`config.mk`:
```
export PLATFORM = sky130hd
export DESIGN_NAME = datain_capture_buf_flat
export DESIGN_NICKNAME = d
export VERILOG_FILES = /design/src/rtl/datain_capture_buf_if.sv /design/src/rtl/datain_capture_buf.sv /design/src/flat_wrapper.sv
export SDC_FILE = /design/constraint.sdc
export NUM_CORES = 2
export LEC_CHECK = 0
export ABC_AREA = 1
export CAP_MARGIN = 20
export CORE_ASPECT_RATIO = 1.4
export CORE_UTILIZATION = 55
export DETAILED_ROUTE_END_ITERATION = 8
export MAX_ROUTING_LAYER = met4
export PLACE_DENSITY = 0.71
export SYNTH_ARGS = -nofsm -noshare
export SYNTH_HDL_FRONTEND = slang
export SYNTH_SLANG_ARGS = --single-unit
```
`constraint.sdc`:
```
create_clock -name clk -period 4.9 [get_ports clk]
set_clock_uncertainty 0.15 [all_clocks]
set_input_delay 1.47 -clock clk [delete_from_list [all_inputs] [get_ports clk]]
set_output_delay 1.47 -clock clk [all_outputs]
set_load 0.02 [all_outputs]
```
`src/rtl/datain_capture_buf_if.sv`:
```
// Bus bundle for datain_capture_buf: capture inputs, status outputs and the
// random-access readout port. The master side drives flits and read requests.
interface datain_capture_buf_if #(
  parameter int FLIT_W      = 20,
  parameter int PAYLOAD_LSB = 4,
  parameter int DEPTH       = 128,
  parameter int ADDR_W      = $clog2(DEPTH)
);
  logic                          clear;
  logic                          in_valid;
  logic [FLIT_W-1:0]             datain;
  logic                          state;
  logic [FLIT_W-PAYLOAD_LSB-1:0] read;
  logic [ADDR_W:0]               count;
  logic [ADDR_W-1:0]             wr_ptr;
  logic                          rd_en;
  logic [ADDR_W-1:0]             rd_addr;
  logic [FLIT_W-1:0]             rd_data;
  logic                          rd_valid;
  logic [15:0]                   drop_cnt;

  modport master (
    output clear, in_valid, datain, rd_en, rd_addr,
    input  state, read, count, wr_ptr, rd_data, rd_valid, drop_cnt
  );

  modport slave (
    input  clear, in_valid, datain, rd_en, rd_addr,
    output state, read, count, wr_ptr, rd_data, rd_valid, drop_cnt
  );
endinterface

```
`src/rtl/datain_capture_buf.sv`:
```
// Ejection-port flit capture buffer with ring/stop modes and registered readout.
// Optional DATAIN_CAPTURE_BUF_DROP_CNT_EN enables the saturating drop counter.
module datain_capture_buf #(
  parameter int FLIT_W      = 20,
  parameter int PAYLOAD_LSB = 4,
  parameter int DEPTH       = 128,
  parameter int ADDR_W      = $clog2(DEPTH),
  parameter bit RING        = 1'b1
) (
  input  logic                 clk,
  input  logic                 rst,
  datain_capture_buf_if.slave  bus
);
  localparam logic [ADDR_W:0] FULL = (ADDR_W+1)'(DEPTH);

  logic [FLIT_W-1:0] mem [DEPTH];

  logic [ADDR_W-1:0] wr_ptr_q, wr_ptr_d;
  logic [ADDR_W:0]   count_q, count_d;
  logic              state_q, state_d;
  logic [FLIT_W-1:0] rd_data_q, rd_data_d;
  logic              rd_valid_q, rd_valid_d;
  logic              accept;

  // rst and clear both swallow a coincident flit: not stored, not dropped.
  always_comb begin
    accept   = bus.in_valid && !rst && !bus.clear && (RING || count_q != FULL);
    wr_ptr_d = wr_ptr_q;
    count_d  = count_q;
    state_d  = state_q;
    if (bus.clear) begin
      wr_ptr_d = '0;
      count_d  = '0;
      state_d  = 1'b0;
    end else if (accept) begin
      wr_ptr_d = wr_ptr_q + 1'b1;
      if (count_q != FULL)         count_d = count_q + 1'b1;
      if (count_q == FULL - 1'b1)  state_d = 1'b1;
    end
  end

  always_comb begin
    rd_valid_d = bus.rd_en;
    rd_data_d  = bus.rd_en ? mem[bus.rd_addr] : rd_data_q;
  end

  always_ff @(posedge clk) begin
    if (rst) begin
      wr_ptr_q   <= '0;
      count_q    <= '0;
      state_q    <= 1'b0;
      rd_data_q  <= '0;
      rd_valid_q <= 1'b0;
    end else begin
      wr_ptr_q   <= wr_ptr_d;
      count_q    <= count_d;
      state_q    <= state_d;
      rd_data_q  <= rd_data_d;
      rd_valid_q <= rd_valid_d;
    end
  end

  // Memory is never reset; the readout above samples it before this write lands.
  always_ff @(posedge clk) begin
    if (accept) mem[wr_ptr_q] <= bus.datain;
  end

`ifdef DATAIN_CAPTURE_BUF_DROP_CNT_EN
  logic [15:0] drop_cnt_q, drop_cnt_d;

  always_comb begin
    drop_cnt_d = drop_cnt_q;
    if (bus.clear)
      drop_cnt_d = '0;
    else if (bus.in_valid && !accept && drop_cnt_q != 16'hFFFF)
      drop_cnt_d = drop_cnt_q + 16'd1;
  end

  always_ff @(posedge clk) begin
    if (rst) drop_cnt_q <= '0;
    else     drop_cnt_q <= drop_cnt_d;
  end

  assign bus.drop_cnt = drop_cnt_q;
`else
  assign bus.drop_cnt = '0;
`endif

  assign bus.read     = bus.datain[FLIT_W-1:PAYLOAD_LSB];
  assign bus.state    = state_q;
  assign bus.count    = count_q;
  assign bus.wr_ptr   = wr_ptr_q;
  assign bus.rd_data  = rd_data_q;
  assign bus.rd_valid = rd_valid_q;
endmodule

```
`src/flat_wrapper.sv`:
```
// flat-port wrapper written by rule: the top's interface ports become plain ports
module datain_capture_buf_flat 
#(
  parameter int FLIT_W      = 20,
  parameter int PAYLOAD_LSB = 4,
  parameter int DEPTH       = 128,
  parameter int ADDR_W      = $clog2(DEPTH),
  parameter bit RING        = 1'b1
)
  (clk, rst, bus_clear, bus_in_valid, bus_datain, bus_rd_en, bus_rd_addr, bus_state, bus_read, bus_count, bus_wr_ptr, bus_rd_data, bus_rd_valid, bus_drop_cnt);
  datain_capture_buf_if #(.FLIT_W(FLIT_W), .PAYLOAD_LSB(PAYLOAD_LSB), .DEPTH(DEPTH), .ADDR_W(ADDR_W)) bus_i ();
  input  logic clk;
  input  logic rst;
  input wire logic [$bits(bus_i.clear)-1:0] bus_clear;
  input wire logic [$bits(bus_i.in_valid)-1:0] bus_in_valid;
  input wire logic [$bits(bus_i.datain)-1:0] bus_datain;
  input wire logic [$bits(bus_i.rd_en)-1:0] bus_rd_en;
  input wire logic [$bits(bus_i.rd_addr)-1:0] bus_rd_addr;
  output wire logic [$bits(bus_i.state)-1:0] bus_state;
  output wire logic [$bits(bus_i.read)-1:0] bus_read;
  output wire logic [$bits(bus_i.count)-1:0] bus_count;
  output wire logic [$bits(bus_i.wr_ptr)-1:0] bus_wr_ptr;
  output wire logic [$bits(bus_i.rd_data)-1:0] bus_rd_data;
  output wire logic [$bits(bus_i.rd_valid)-1:0] bus_rd_valid;
  output wire logic [$bits(bus_i.drop_cnt)-1:0] bus_drop_cnt;
  assign bus_i.clear = bus_clear;
  assign bus_i.in_valid = bus_in_valid;
  assign bus_i.datain = bus_datain;
  assign bus_i.rd_en = bus_rd_en;
  assign bus_i.rd_addr = bus_rd_addr;
  assign bus_state = bus_i.state;
  assign bus_read = bus_i.read;
  assign bus_count = bus_i.count;
  assign bus_wr_ptr = bus_i.wr_ptr;
  assign bus_rd_data = bus_i.rd_data;
  assign bus_rd_valid = bus_i.rd_valid;
  assign bus_drop_cnt = bus_i.drop_cnt;
  datain_capture_buf #(.FLIT_W(FLIT_W), .PAYLOAD_LSB(PAYLOAD_LSB), .DEPTH(DEPTH), .ADDR_W(ADDR_W), .RING(RING)) u_core (.clk(clk), .rst(rst), .bus(bus_i));
endmodule
```
==> flow_summary.yaml <==
worst_setup_path:
  arrival_ns: 2.55
  critPathMaxStageDelay_ns: 0.70
  cp_num_cells: 2
  crit_fanout: 9
  crit_end: "bus_read[1]"
  cpLargestDelayFamily: "buffers and inverters"
  critical_path_buf_inv_count: 2
  crit_slowest_cell: "clkdlybuf4s50_1"
  r2r_cells: 5
  crit_type: "in -> out"
  r2r_slack_ns: 2.11
  cp_cell_sequence: "buf_4 > clkdlybuf4s50_1"
  required_ns: 3.28
  crit_start: "bus_datain[5]"
  endpoint_kind: "primary output"
  r2r_end: "u_core.mem[63][18]$_DFFE_PP_"
  startpoint_type: "input pin"
  r2r-start: "u_core.bus.wr_ptr[5]$_SDFFE_PP0P_"
worst_hold_path:
  worst_hold_path_type: "reg -> reg"
cts:
  clockBufferDepth: 3
  htree_num_levels: 4
  post_cts_buffers: 0
  path_clk_slew_ns: 0.06
  cts_buffers: 224
  clock_latency_ns: 0.89
  hold_buffers: 0
  cts_tree: "yes"
  cts_root_buf: "clkbuf_16"
  clkSinkCount: 2597
  cts_resized: 0
pwr:
  powerDensity_nw_per_um2: 382
  ir_drop_mv: 0.437
  p_leak_nw: 40.7
yosys:
  avgSynthCellArea_sq_um: 12.0
  ys_types: 28
  ys_warn_count: 0
  ys_ff_latch: 2597
  syn_inst: 8660
  seq_area_frac_synth_pct: 74.4
  mappedNetlistArea_sq_um: 104000
global_route:
  grt_pass1_vias: 67700
  grtUsageTotal_pct: 32.6
  grt_overflow: 0
  grt_antenna_before_repair: 10
  grt_max_degree: 119
  grt_pass1_wl_mm: 441
floorplanning:
  core_sq_um: 188000
  die_area_sq_um: 191000
  pin_count: 101
  rows: 188
  die_h_um: 517
  die_x_um: 370
  initial_core_util_pct: 55.5
timing:
  min_period_ns: 4.17
  setup_viol: 0
  rsz0062_at_grt: "no"
  setup_slack_ns: 0.733
  max_freq_mhz: 240
  post-route-period-util_pct: 85.0
  finalHoldViolCount: 0
  slew_headroom_pct: 20.2
  slew_violations: 0
  tightest_slew_ns: 1.20
  finalSetupTns_ns: 0
placed_design:
  dp.cells: 11000
  portBuffers: 84
  hpwl_mm: 178
  gp_congestion: 0.981
  dp_worst_setup_slack_ns: 0.483
layout:
  drive_above_1_share_pct: 9.40
  fin_cells: 11400
  nNetsFinal: 8773
  fill_cells: 13900
  post-route-util_pct: 62.0
  synthToLayoutAreaGrowth_pct: 11.7
outcome:
  outcome: "finished, final reports clean"
routing:
  drcViolationCount: 0
  wl_per_cell_um: 26.7
  drt-initial-drc-count: 9920
  routed_wl_mm: 304
  vias: 70300
  ant_nets: 0
  vias_per_cell: 6.16
  dr.pass1.iters: 8
flow_run:
  maxCapViolCount: 0
-- metal layers --
layer	GRT usage (%)	share of wire, %	vias to the layer above	wire length (um)
li1	-	-	30900	-
met5	-	0	-	0
met1	38.1	34	34300	104000
met3	6.28	9.7	879	29500
met2	51.4	48	4124	147000
met4	21.9	7.8	0	23800
-- stage by stage --
step / power [mW] / hold WS [ns] / cell area [sq um]
finish: 44.5 / 0.324 / 117000
CTS: 44.5 / 0.330 / 116000
global route: 45.5 / 0.378 / 117000
floorplan: 26.4 / 0.389 / 104000
global placement: 27.7 / 0.300 / 109000
detailed placement: 27.8 / 0.309 / 109000
-- power by group --
part | internal, mW | switching [mW] | leakage [nW]
sequential | 24.4 | 0.0210 | 23.3
combinational | 0.720 | 2.25 | 14.0
clock | 9.17 | 7.95 | 3.43
-- area by class of cell --
class / count / area [sq um] / area share (%)
Sequential cell: 2597 / 77600 / 66.6
Tap cell: 2470 / 3090 / 2.65
Timing Repair Buffer: 446 / 4600 / 3.95
Antenna cell: 11 / 27.5 / 0.0236
Clock inverter: 121 / 1020 / 0.873
Inverter: 62 / 260 / 0.223
Clock buffer: 293 / 6000 / 5.15
Multi-Input combinational cell: 5407 / 23900 / 20.5
-- cell usage after synthesis --
cell type	number	share of area (%)
buf_4	36	0.26
nor4_2	1	0.012
nor4_1	1	0.0060
a211oi_1	1	0.0072
edfxtp_1	2560	74
nor3b_1	2	0.014
a21oi_1	10	0.048
ha_1	3	0.036
nor2_1	188	0.68
o31ai_1	1	0.0072
nor2_2	1	0.0060
nor3_1	8	0.038
clkbuf_1	112	0.40
o21ai_0	7	0.034
o21ai_1	1	0.0048
o211a_1	1	0.0096
dfxtp_1	37	0.71
conb_1	1	0.0036
inv_2	5	0.018
xor2_1	1	0.0084
buf_2	395	1.9
nand3_1	2543	12
clkinv_1	1	0.0036
inv_1	56	0.20
o211ai_1	1	0.0072
nand2_1	2619	9.4
buf_1	66	0.24
nand4_1	2	0.012
-- sequential cells by signal, indices dropped and copies added (netlist names) --
signal,cells
u_core.bus.wr_ptr,7
u_core.bus.rd_data,20
u_core.mem,2560
u_core.bus.rd_valid,1
u_core.bus.count,8
u_core.bus.state,1
-- how the worst min path moves through the flow --
stage	from	depth (start not counted)	to	slack, ns
floorplan	u_core.bus.state$_SDFFE_PP0P_	2	u_core.bus.state$_SDFFE_PP0P_	0.39
global placement	u_core.bus.state$_SDFFE_PP0P_	2	u_core.bus.state$_SDFFE_PP0P_	0.30
detailed placement	u_core.bus.state$_SDFFE_PP0P_	2	u_core.bus.state$_SDFFE_PP0P_	0.31
CTS	u_core.bus.state$_SDFFE_PP0P_	2	u_core.bus.state$_SDFFE_PP0P_	0.33
global route	u_core.bus.state$_SDFFE_PP0P_	2	u_core.bus.state$_SDFFE_PP0P_	0.38
finish	u_core.bus.state$_SDFFE_PP0P_	2	u_core.bus.state$_SDFFE_PP0P_	0.32
-- cells in the final DEF, fill, tap and decap left out, types with 2 or more instances in the layout --
cell and count:
nand2_1 2619, edfxtp_1 2560, nand3_1 2543, buf_4 296, clkbuf_16 226, nor2_2 126, buf_12 87, nor2_1 63
clkbuf_1 58, clkdlybuf4s50_1 57, inv_1 56, clkinv_2 48, clkinv_1 41, dfxtp_1 37, conb_1 16, diode_2 11
a21oi_1 10, bufinv_16 10, clkbuf_8 9, o21ai_0 7, inv_6 6, nor3_1 6, clkinvlp_4 6, clkinv_16 4
clkinv_8 4, inv_8 3, ha_1 3, buf_8 3, inv_2 2, nor3_2 2, nand4_1 2, nor3b_1 2
inv_16 2, buf_2 2
-- logic make-up after synthesis --
group / Yosys count / share of synthesized area [%]
flip-flops: 2597 / 74.4
adder cells (fa/ha/maj): 3 / 0.0360
AO/OA/AOI/OAI: 22 / 0.118
buffers and inverters: 671 / 3.02
AND/OR/NAND/NOR: 5365 / 22.4
XOR/XNOR: 1 / 0.00840
other: 1 / 0.00360
(Power assumes the default switching activity.)
